==> config.mk <==
export PLATFORM = sky130hd
export DESIGN_NAME = mlp_sequencer
export DESIGN_NICKNAME = d
export VERILOG_FILES = /design/src/rtl/mlp_pkg.sv /design/src/rtl/mlp_sequencer_wrap_counter.sv /design/src/rtl/mlp_sequencer.sv
export SDC_FILE = /design/constraint.sdc
export NUM_CORES = 1
export LEC_CHECK = 0
export ABC_CLOCK_PERIOD_IN_PS = 2400
export CAP_MARGIN = 40
export CORE_MARGIN = 2
export CORE_UTILIZATION = 40
export CTS_CLUSTER_SIZE = 30
export DETAILED_ROUTE_END_ITERATION = 10
export DONT_BUFFER_PORTS = 1
export HOLD_SLACK_MARGIN = 0.08
export SETUP_SLACK_MARGIN = 0.4
export SYNTH_ARGS = -nofsm -noshare
export SYNTH_HDL_FRONTEND = slang
export SYNTH_SLANG_ARGS = --single-unit
==> constraint.sdc <==
create_clock -name clk -period 2.4 [get_ports clk]
set_input_delay 0.24 -clock clk [delete_from_list [all_inputs] [get_ports clk]]
set_output_delay 0.24 -clock clk [all_outputs]
set_load 0.02 [all_outputs]
==> src/rtl/mlp_pkg.sv <==
// Shared defaults, output widths and the sequencer state encoding for the MLP sequencer.
package mlp_pkg;
    localparam int N_IN_DEF  = 784;
    localparam int N_HID_DEF = 200;
    localparam int N_OUT_DEF = 10;
    localparam int DRAIN_DEF = 4;

    localparam int A1_W  = 18;
    localparam int A2_W  = 12;
    localparam int A3_W  = 10;
    localparam int HID_W = 8;

    typedef enum logic [2:0] {
        S_IDLE,
        S_L1,
        S_DRAIN1,
        S_L2,
        S_DRAIN2,
        S_DONE
    } state_e;

    // Counter width for a modulus, never below one bit.
    function automatic int cnt_w(input int n);
        return (n <= 2) ? 1 : $clog2(n);
    endfunction
endpackage

==> src/rtl/mlp_sequencer_wrap_counter.sv <==
// Enabled modulo-MOD counter; wrap_o flags the terminal count so callers can chain counters.
module wrap_counter #(
    parameter int MOD = 4,
    parameter int W   = 2
) (
    input  logic         clk_i,
    input  logic         reset_i,
    input  logic         en_i,
    output logic [W-1:0] cnt_o,
    output logic         wrap_o
);
    logic [W-1:0] cnt_q, cnt_d;

    assign wrap_o = (cnt_q == W'(MOD - 1));
    assign cnt_o  = cnt_q;

    always_comb begin
        cnt_d = cnt_q;
        if (en_i) begin
            cnt_d = wrap_o ? '0 : cnt_q + 1'b1;
        end
    end

    always_ff @(posedge clk_i) begin
        if (reset_i) begin
            cnt_q <= '0;
        end else begin
            cnt_q <= cnt_d;
        end
    end
endmodule

==> src/rtl/mlp_sequencer.sv <==
// Two-layer MLP inference sequencer: walks weight/activation SRAM addresses for layer 1
// then layer 2, with pipeline drain gaps, stall freeze and a one-cycle done pulse.
module mlp_sequencer
    import mlp_pkg::*;
#(
    parameter int N_IN  = N_IN_DEF,
    parameter int N_HID = N_HID_DEF,
    parameter int N_OUT = N_OUT_DEF,
    parameter int DRAIN = DRAIN_DEF
) (
    input  logic              clk,
    input  logic              reset,
    input  logic              start,
    input  logic              stall,
    output logic              busy,
    output logic              done,
    output logic              layer_sel,
    output logic [A1_W-1:0]   address_1,
    output logic [A3_W-1:0]   address_3,
    output logic [A2_W-1:0]   address_2,
    output logic [HID_W-1:0]  hid_addr,
    output logic              mac_start,
    output logic              we_1,
    output logic              we_2,
    output logic              we_3
);
    localparam int IW = cnt_w(N_HID);
    localparam int KW = cnt_w(N_OUT);
    localparam int DW = cnt_w(DRAIN);

    state_e state_q, state_d;

    logic [A1_W-1:0]  addr1_q, addr1_d;
    logic [A2_W-1:0]  addr2_q, addr2_d;
    logic [A3_W-1:0]  j_cnt;
    logic [HID_W-1:0] h_cnt;
    logic [IW-1:0]    i_cnt;
    logic [KW-1:0]    k_cnt;
    logic [DW-1:0]    d_cnt;
    logic             j_wrap, i_wrap, h_wrap, k_wrap, d_wrap;
    logic             l1_adv, l2_adv, drain_adv, last_l1, last_l2;
    logic             unused_cnt;

    assign l1_adv    = (state_q == S_L1) && !stall;
    assign l2_adv    = (state_q == S_L2) && !stall;
    assign drain_adv = ((state_q == S_DRAIN1) || (state_q == S_DRAIN2)) && !stall;
    assign last_l1   = j_wrap && i_wrap;
    assign last_l2   = h_wrap && k_wrap;

    // Only the terminal flags of the outer/drain counters steer the FSM.
    assign unused_cnt = ^{i_cnt, k_cnt, d_cnt};

    wrap_counter #(.MOD(N_IN), .W(A3_W)) u_cnt_j (
        .clk_i(clk), .reset_i(reset), .en_i(l1_adv), .cnt_o(j_cnt), .wrap_o(j_wrap)
    );
    wrap_counter #(.MOD(N_HID), .W(IW)) u_cnt_i (
        .clk_i(clk), .reset_i(reset), .en_i(l1_adv && j_wrap), .cnt_o(i_cnt), .wrap_o(i_wrap)
    );
    wrap_counter #(.MOD(N_HID), .W(HID_W)) u_cnt_h (
        .clk_i(clk), .reset_i(reset), .en_i(l2_adv), .cnt_o(h_cnt), .wrap_o(h_wrap)
    );
    wrap_counter #(.MOD(N_OUT), .W(KW)) u_cnt_k (
        .clk_i(clk), .reset_i(reset), .en_i(l2_adv && h_wrap), .cnt_o(k_cnt), .wrap_o(k_wrap)
    );
    wrap_counter #(.MOD(DRAIN), .W(DW)) u_cnt_d (
        .clk_i(clk), .reset_i(reset), .en_i(drain_adv), .cnt_o(d_cnt), .wrap_o(d_wrap)
    );

    // Linear weight addresses; they return to 0 after the last term so the idle layer reads 0.
    always_comb begin
        addr1_d = addr1_q;
        addr2_d = addr2_q;
        if (l1_adv) begin
            addr1_d = last_l1 ? '0 : addr1_q + 1'b1;
        end
        if (l2_adv) begin
            addr2_d = last_l2 ? '0 : addr2_q + 1'b1;
        end
    end

    always_ff @(posedge clk) begin
        if (reset) begin
            state_q <= S_IDLE;
            addr1_q <= '0;
            addr2_q <= '0;
        end else begin
            state_q <= state_d;
            addr1_q <= addr1_d;
            addr2_q <= addr2_d;
        end
    end

    always_comb begin
        state_d   = state_q;
        busy      = 1'b0;
        done      = 1'b0;
        layer_sel = 1'b0;
        mac_start = 1'b0;
        unique case (state_q)
            S_IDLE: begin
                if (start) state_d = S_L1;
            end
            S_L1: begin
                busy      = 1'b1;
                mac_start = j_wrap && !stall;
                if (l1_adv && last_l1) state_d = S_DRAIN1;
            end
            S_DRAIN1: begin
                busy = 1'b1;
                if (drain_adv && d_wrap) state_d = S_L2;
            end
            S_L2: begin
                busy      = 1'b1;
                layer_sel = 1'b1;
                mac_start = h_wrap && !stall;
                if (l2_adv && last_l2) state_d = S_DRAIN2;
            end
            S_DRAIN2: begin
                busy      = 1'b1;
                layer_sel = 1'b1;
                if (drain_adv && d_wrap) state_d = S_DONE;
            end
            S_DONE: begin
                done    = 1'b1;
                state_d = S_IDLE;
            end
            default: state_d = S_IDLE;
        endcase
    end

    assign address_1 = addr1_q;
    assign address_3 = j_cnt;
    assign address_2 = addr2_q;
    assign hid_addr  = h_cnt;
    assign we_1      = 1'b0;
    assign we_2      = 1'b0;
    assign we_3      = 1'b0;
endmodule

== Word level (Yosys, flattened, before mapping) ==
Index checks and enable logic that the tools add are counted.
Storage, ports and cells
  word-level logic and storage cells: 65
  memories kept: 0
  RAM bits: 0
  bits in latches: 0
  bits of input ports: 4
  register bits: 65
  bits in read-only memories: 0
  output and inout port bits: 55
Operators by class
  equality and inequality tests: 15
  $mul: 0
  order comparisons: 0
  reduce and logical (&&, ||, !) cells: 18
  shifts and indexed selects: 0
  divide/modulo/power cells: 0
  bitwise operators: 0
  muxes and demuxes: 17
  add/sub/neg operators: 7
Operators by type and width (number)
  $add 18x1->18 const B: 1
  $mux 18: 1
  $add 8x1->8 const B: 2
  $eq 8x8->1 const B: 2
  $mux 8: 2
  $mux 3: 5
  $pmux 3 s5: 1
  $add 12x1->12 const B: 1
  $logic_and 1x1->1: 12
  $mux 12: 1
  $add 10x1->10 const B: 1
  $eq 10x10->1 const B: 1
  $mux 10: 1
  $ne 2x1->1 const B: 4
  $eq 3x2->1 const B: 2
  $eq 3x3->1 const B: 2
  $reduce_and 5->1: 1
  $add 4x1->4 const B: 1
  $eq 4x4->1 const B: 1
  $mux 4: 1
  $reduce_or 4->1: 1
  $eq 3x1->1 const B: 1
  $logic_not 3->1: 1
  $mux 1: 3
  8 further kinds: 8

== Longest topological paths before layout ==
Gate-level depths: netlist of the first run.
  depth after elaboration: 6
  gate-level depth with buffers: 7

== By module ==
From an unflattened synthesis of the first run, not the netlist that was laid out.
Second synthesis, totals
  cell total of the unflattened synthesis: 364
  area total of the unflattened synthesis: 3213.1 um^2
By module, submodules not included
  mlp_sequencer: cells each 197, area each 1665.3 um^2, seq. area each 660.6 um^2, times used 1
  wrap_counter at u_cnt_h ...: cells each 41, area each 374.1 um^2, seq. area each 160.2 um^2, times used 2
  wrap_counter at u_cnt_j: cells each 58, area each 521.8 um^2, seq. area each 200.2 um^2, times used 1
  wrap_counter at u_cnt_k: cells each 19, area each 191.4 um^2, seq. area each 80.1 um^2, times used 1
  wrap_counter at u_cnt_d: cells each 8, area each 86.3 um^2, seq. area each 40.0 um^2, times used 1

== Worst setup path after synthesis of the first run ==
OpenSTA, ideal clock, no wires.
  kind: register to output
  from: reg u_cnt_h.cnt_q[0], in the netlist u_cnt_h.cnt_o[0]
  to: out mac_start
  cell stages (with the launch flop): 6
  required time: 2.160 ns
  setup slack: 0.280 ns
  arrival: 1.880 ns
  buffers on the path: 0
  path through: dfxtp_1 -> ha_1 -> nand2_1 -> nor4_2 -> a21oi_1 -> nor3_1
On the way
  word-level cells in the longest chain between the ends: 3
RTL lines
  start, declared: RTL line mlp_sequencer_wrap_counter.sv:12  | logic [W-1:0] cnt_q, cnt_d;
  start signal, assigned: RTL line mlp_sequencer_wrap_counter.sv:28  | cnt_q <= cnt_d;
  $eq 8x8->1: RTL line mlp_sequencer_wrap_counter.sv:14  | assign wrap_o = (cnt_q == W'(MOD - 1));
  $logic_and 1x1->1: RTL line mlp_sequencer.sv:115  | mac_start = h_wrap && !stall;
  $pmux 1 s2: RTL line mlp_sequencer.sv:99  | unique case (state_q)
  end, declared: RTL line mlp_sequencer.sv:22  | output logic mac_start,
Every way passes these cells.

== Final worst setup path of the first run ==
  from: reg u_cnt_j.cnt_q[3], in the netlist u_cnt_j.cnt_o[3]
  to: out mac_start
On the way
  word-level cells in the longest chain between the ends: 3
RTL lines
  start, declared: RTL line mlp_sequencer_wrap_counter.sv:12
  start signal, assigned: RTL line mlp_sequencer_wrap_counter.sv:28
  $eq 10x10->1: RTL line mlp_sequencer_wrap_counter.sv:14
  $logic_and 1x1->1: RTL line mlp_sequencer.sv:105  | mac_start = j_wrap && !stall;
  $pmux 1 s2: RTL line mlp_sequencer.sv:99
Every way passes these cells.

==> results by group, run 1 <==
Run status
  • Status: completed

Global route
  • Pin count of the biggest net entering global routing: 16
  • Antenna violations before repair: 1
  • Total congestion overflow after global routing: 0
  • Via count of the first global-routing pass: 2627
  • Overall fraction of global-route tracks in use: 17.4%
  • Global-route wire length before repair: 12200 µm

Setup path
  • Buf/Inv on CP: 1
  • CP Capture Type: primary output
  • Worst R2R Setup Slack: 0.41 ns
  • Crit path launch type: flop
  • Data arrival at the endpoint of the critical path: 1.82 ns
  • Req. time, crit path: 2.16 ns
  • Maximum fanout along the worst path: 7
  • Type of the setup path with the least slack: reg -> out
  • Family with the most delay on the worst path: simple AND/OR/NAND/NOR gates
  • Series of cell instances along the critical path: nand3_1 > nor3_4 > a21oi_1 > nor3_2 > buf_4
  • Slowest Stage Delay on Critical Path: 0.57 ns
  • Slowest library cell on the worst path: dfxtp_1

Route
  • Wire length per cell: 14.2 µm
  • Vias: 2779
  • Detailed-route vias per instance: 5.41
  • Antenna-violating nets left: 0
  • Initial DRC count: 82
  • Total wire length: 7300 µm
  • Detailed-routing iteration count for the pre-antenna-repair pass: 5
  • Drc violations: 0

Floorplanning
  • Number of rows in the core area: 32
  • Overall die height: 93.0 µm
  • I/O Pins: 59
  • Initial standard-cell utilization of the core: 41.2%
  • Overall die area: 8650 µm²
  • Area inside the core boundary: 7690 µm²
  • Die W: 93.0 µm

Power
  • Power density over the cells: 565 nW/µm²
  • Worst IR Drop VDD: 0.360 mV
  • Leakage component of the power: 1.29 nW

Timing
  • Measured slew at the worst slew-check pin: 0.759 ns
  • FMAX: 485 MHz
  • Final hold vios: 0
  • Max Transition Viols Final: 0
  • Unrepaired setup endpoints after global routing: true
  • Count of endpoints failing setup in the final report: 0
  • Final period demand of the worst path: 2.06 ns
  • Worst clock skew on the final layout: 0.0135 ns
  • Portion of the clock cycle consumed by the worst path in the final layout: 85.9%
  • Setup_tns: 0 ns
  • Max-Slew Margin vs Limit: 49.0%

Clocking
  • Clock sink total: 65
  • Clock buffer count from CTS: 9
  • CTS H-tree lvls: 3
  • TritonCTS clock tree: done
  • Clock insertion delay at the later pin of the skew report: 0.34 ns
  • Clk Tree Root Cell: clkbuf_8
  • Clock-pin slew on the worst setup and hold paths: 0.08 ns
  • CTS max path bufs: 2

Placed design
  • Post-detailed-placement half-perimeter wirelength: 5030 µm
  • Routability Congestion: 0.822
  • Buffers on Ports: 0

Synth
  • Arithmetic-cell share of the synthesized area counting full adders, half adders and majority gates: 2.37%
  • Fraction of the mapped netlist area in simple logic gates: 31.4%
  • Fraction of synthesized cell area in xor and xnor cells: 9.12%
  • Library cell with the highest instance count after synthesis: dfxtp_1
  • Cell types with the highest counts after synthesis: dfxtp_1 (65), nor2_1 (41), a21oi_1 (31)
  • Fraction of the yosys area taken by sequential cells: 41.1%
  • Yosys cell types: 50
  • Synth warnings: 0
  • Yosys top cell area share: 41.1%
  • Post-synthesis compound-gate area fraction: 11.0%
  • Main flop type after synthesis: dfxtp_1
  • Cell types with the largest area share after synthesis: dfxtp_1 (41%), xnor2_1 (5.8%), a21oi_1 (4.9%), nor2_1 (4.9%), or3_1 (4.5%)
  • Avg Synthesized Cell Area: 8.34 µm²
  • Number of synthesized flops with an enable pin: 0
  • Number of register bits inferred by synthesis: 65
  • Number of instances in the synthesized netlist: 380
  • Mux cell area share after synthesis: 0.671%
  • Cell Area, Synth: 3170 µm²
  • Dominant combinational cell family by area after synthesis: simple AND/OR/NAND/NOR gates
  • Fraction of registers with async set or reset after synthesis: 0%
  • Library cell occupying the most area in the post-synthesis netlist: dfxtp_1

Cells and area
  • Fraction of layout cells with a size suffix above 1: 19.0%
  • Area of combinational cells with multiple inputs: 1810 µm²
  • Fraction of the core area covered by cells at the end of the flow: 48.8%
  • Net count, final: 416
  • Register area: 1320 µm²
  • Fill cell instance count of the final layout: 767
  • Area growth from synthesis to layout: 18.4%

Hold path
  • Hold Path Class: in -> reg

Flow run
  • Number of max-cap violations: 0
[worst register-to-register path: cells and delay by family, from the launching register on]
kind | cells | cell delay (ns)
and+or+nand+nor | 3 | 1.30
AOI/OAI and AO/OA | 1 | 0.15
DFF | 1 | 0.31
buffers and inverters | 1 | 0.17
[logic make-up (layout without fill, tap and decap cells)]
family / count (synthesis) / in the layout
simple gates: 182 / 182
fa+ha+maj: 6 / 6
mux: 2 / 2
flops: 65 / 65
buf+inv: 29 / 58
other cells: 1 / 4
xor+xnor: 33 / 33
compound gates: 62 / 62
[routing by layer]
| metal | up-vias | GRT usage, % | part of all wire, % | wire, µm |
|---|---|---|---|---|
| met1 | 1290 | 20.6 | 44 | 3220 |
| li1 | 1403 | - | - | - |
| met4 | 0 | 4.90 | 1.1 | 79 |
| met3 | 7 | 7.41 | 7.8 | 566 |
| met2 | 79 | 28.9 | 47 | 3440 |
| met5 | - | 0 | 0 | 0 |
[path summary, 6_finish.rpt]
path | startpoint | to | depth (start not counted)
hold / removal | reset | u_cnt_h.cnt_o[1] | 2
hold reg to reg | u_cnt_d.cnt_o[0] | u_cnt_d.cnt_o[0] | 2
setup / recovery | u_cnt_j.cnt_o[3] | mac_start | 5
setup reg to reg | state_q[2] | u_cnt_j.cnt_o[9] | 5
[cell type report]
| cell class | count | area share (%) |
|---|---|---|
| antenna | 1 | 0.0667 |
| clock buffer | 10 | 3.67 |
| timing repair buffer | 32 | 6.47 |
| inverter | 10 | 1.00 |
| tap | 102 | 3.40 |
| multi-input combinational | 288 | 48.3 |
| sequential | 65 | 35.3 |
| clock inverter | 6 | 1.80 |
[placed cells by master, fill, tap and decap left out, types with 5 or more instances in the layout]
cell,instances
inv_1,10
nor2_1,41
buf_4,31
nand4_1,15
clkbuf_8,10
dfxtp_1,54
and3_1,9
nor2b_1,5
ha_1,6
o21ai_0,18
nand3_1,25
a21oi_1,28
dfxtp_2,8
xor2_1,12
nand2_1,26
nor3_1,5
xnor2_1,21
or3_1,21
[per-stage QoR]
stage | hold WS, ns | setup WS [ns] | cell area (µm²) | total power [mW] | cells
floorplan | 0.448 | 0.395 | 3190 | 1.17 | 382
detailed placement | 0.316 | 0.195 | 3400 | 1.18 | 488
global route | 0.133 | 0.224 | 3750 | 2.21 | 514
CTS | 0.126 | 0.307 | 3670 | 2.14 | 509
finish | 0.131 | 0.337 | 3750 | 2.12 | 514
global placement | 0.313 | 0.278 | 3400 | 1.18 | 488
[registers in the layout, summed over array words and instances, names as in the netlist]
| name | cells |
|---|---|
| u_cnt_k.cnt_o | 4 |
| address_2 | 12 |
| state_q | 3 |
| u_cnt_h.cnt_o | 8 |
| u_cnt_d.cnt_o | 2 |
| u_cnt_j.cnt_o | 10 |
| u_cnt_i.cnt_o | 8 |
| address_1 | 18 |
[power breakdown]
part	switching [mW]	total (mW)	leakage [nW]	internal, mW
clock	0.444	0.954	0.0985	0.509
sequential	0.00301	1.08	0.530	1.08
combinational	0.0510	0.0815	0.659	0.0304
[timing repair]
item,in CTS,in global routing
hold buffers,1,0
hold endpoints to repair,15,0
setup endpoints to repair,22,9
pin swaps,1,3
setup buffers,4,4
gates resized for setup,12,13
Power figures use the tool's default switching activity.
==> run 2: changes to the inputs <==
--- a/config.mk
+++ b/config.mk
@@ -6,12 +6,12 @@
 export NUM_CORES = 1
 export LEC_CHECK = 0
 export ABC_CLOCK_PERIOD_IN_PS = 2400
-export CAP_MARGIN = 40
 export CORE_MARGIN = 2
 export CORE_UTILIZATION = 40
 export CTS_CLUSTER_SIZE = 30
 export DETAILED_ROUTE_END_ITERATION = 10
 export DONT_BUFFER_PORTS = 1
+export GPL_TIMING_DRIVEN = 0
 export HOLD_SLACK_MARGIN = 0.08
 export SETUP_SLACK_MARGIN = 0.4
 export SYNTH_ARGS = -nofsm -noshare
==> run 2 against run 1 <==
Fmax is 1.7% lower. Critical path depth is 1 higher. Cell area is 2.4% higher. Final cell count is 0.39% lower. Critical endpoint is now address_1[8]. Highest routed layer unchanged. Clock skew is 0.0013 ns higher.
==> results by group, run 2 (synthesis gave the netlist of run 1 again) <==
Route
  • Drc violations: 0
  • Vias: 2788
  • Antenna-violating nets left: 0
  • Total wire length: 7350 µm
  • Detailed-routing iteration count for the pre-antenna-repair pass: 4
  • Wire length per cell: 14.4 µm
  • Detailed-route vias per instance: 5.45
  • Initial DRC count: 65

Placed design
  • Post-place setup slack: -0.0274 ns
  • Placed Instance Area: 3310 µm²
  • Post-detailed-placement half-perimeter wirelength: 5000 µm
  • Buffers on Ports: 0
  • Total placed cells including tap cells: 484
  • Routability Congestion: 0.815

Power
  • Power density over the cells: 545 nW/µm²
  • PnR Total Power: 2.09 mW
  • Worst IR Drop VDD: 0.282 mV
  • Leakage component of the power: 1.31 nW

Cells and area
  • Commonest non-fill, non-tap cells in the layout: dfxtp_1 (48), nor2_1 (40), a21oi_1 (26)
  • Leading cell type in the layout, fill and taps excluded: dfxtp_1
  • Flip-flop count of the largest register after layout: 18
  • Fraction of layout cells with a size suffix above 1: 21.8%
  • Net count, final: 415
  • Finished Cell Area: 3840 µm²
  • Fraction of the core area covered by cells at the end of the flow: 50.0%
  • Area growth from synthesis to layout: 21.3%
  • Non-Filler Instances: 512
  • Fill cell instance count of the final layout: 750

Setup path
  • Source of the worst register-to-register timing path: state_q[2]
  • CP Capture Type: flop
  • Worst R2R Setup Slack: 0.30 ns
  • Data arrival at the endpoint of the critical path: 2.38 ns
  • Crit path launch type: flop
  • Type of the setup path with the least slack: reg -> reg
  • Req. time, crit path: 2.68 ns
  • Maximum fanout along the worst path: 8
  • Reg2reg path depth: 6
  • RR Endpoint: address_1[8]

Clocking
  • TritonCTS clock tree: done
  • Hold buffer count at CTS: 0
  • Clk Tree Root Cell: clkbuf_8
  • Clock buffer count from CTS: 9
  • Clock insertion delay at the later pin of the skew report: 0.34 ns
  • CTS H-tree lvls: 3
  • CTS max path bufs: 2
  • Clock sink total: 65
  • Clock-pin slew on the worst setup and hold paths: 0.08 ns

Hold path
  • Worst hold path stage count: 3
  • Hold Path Class: in -> reg
  • Launch point of the worst hold path: reset
  • Hold-critical path endpoint: u_cnt_k.cnt_o[3]

Global route
  • Global-route wire length before repair: 11900 µm
  • Total congestion overflow after global routing: 0
  • Overall fraction of global-route tracks in use: 17.0%
  • Antenna violations before repair: 1
  • Via count of the first global-routing pass: 2629
  • Pin count of the biggest net entering global routing: 11

Floorplanning
  • I/O Pins: 59
  • Overall die height: 93.0 µm
  • Area inside the core boundary: 7690 µm²
  • Die W: 93.0 µm
  • Overall die area: 8650 µm²
  • Initial standard-cell utilization of the core: 41.2%
  • Number of rows in the core area: 32

Timing
  • Measured slew at the worst slew-check pin: 0.537 ns
  • Portion of the clock cycle consumed by the worst path in the final layout: 87.5%
  • Final period demand of the worst path: 2.10 ns
  • Max Transition Viols Final: 0
  • Smallest setup slack after layout: 0.301 ns
  • FMAX: 476 MHz
  • Worst clock skew on the final layout: 0.0148 ns
  • Count of endpoints failing setup in the final report: 0
  • Setup_tns: 0 ns
  • Post-route worst hold slack: 0.148 ns
  • Unrepaired setup endpoints after global routing: true
  • Max-Slew Margin vs Limit: 64.0%
  • Final hold vios: 0

Flow run
  • Number of max-cap violations: 0

Run status
  • Status: completed
## run 2: cell count changes in the layout (fill, tap and decap cells not counted), moves of 3 or more
| cell | before | now |
|---|---|---|
| clkbuf_2 | 0 | 3 |
| clkbuf_4 | 0 | 4 |
| dfxtp_2 | 8 | 15 |
| buf_4 | 31 | 15 |
| clkbuf_1 | 0 | 5 |
| dfxtp_1 | 54 | 48 |
## run 2: power breakdown
group          switching [mW]  internal, mW
Clock                   0.399         0.528
Sequential             0.0131          1.08
Combinational          0.0434        0.0273
## run 2: what timing repair did
item,4_1_cts,5_1_grt
endpoints found under the hold margin,0,0
buffers inserted,7,5
gates resized for setup,34,39
endpoints found under the setup margin,59,43
pin swaps,5,5
## run 2: critical path, cell delays in order (launching register included)
cell and delay (ns):
dfxtp_1 0.30, buf_6 0.12, or4b_4 0.52, or4_4 0.50, buf_8 0.15, or3_4 0.33, a21oi_2 0.12
## run 2: metal layers
| metal | GRT usage [%] | vias to the layer above | wire, µm |
|---|---|---|---|
| met5 | 0 | - | 0 |
| met2 | 27.9 | 73 | 3520 |
| li1 | - | 1406 | - |
| met1 | 20.0 | 1300 | 3170 |
| met3 | 6.93 | 9 | 549 |
| met4 | 6.25 | 0 | 100 |
## run 2: cell type report
class,instances,area (µm²),area share (%)
clock inverters,3,40.0,1.04
repair buffers,12,103,2.67
flip-flops and latches,65,1330,34.5
inverters,10,37.5,0.977
multi-input cells,288,1910,49.7
plain buffers,19,141,3.68
diodes,1,2.50,0.0651
well taps,102,128,3.32
clock buffers,12,155,4.04
## run 2: worst max-delay path by stage
stage,to,from
floorplan,address_1[14],state_q[2]
global placement,address_1[16],state_q[0]
detailed placement,u_cnt_i.cnt_o[6],state_q[0]
CTS,mac_start,u_cnt_j.cnt_o[1]
global route,mac_start,u_cnt_h.cnt_o[3]
finish,address_1[8],state_q[2]
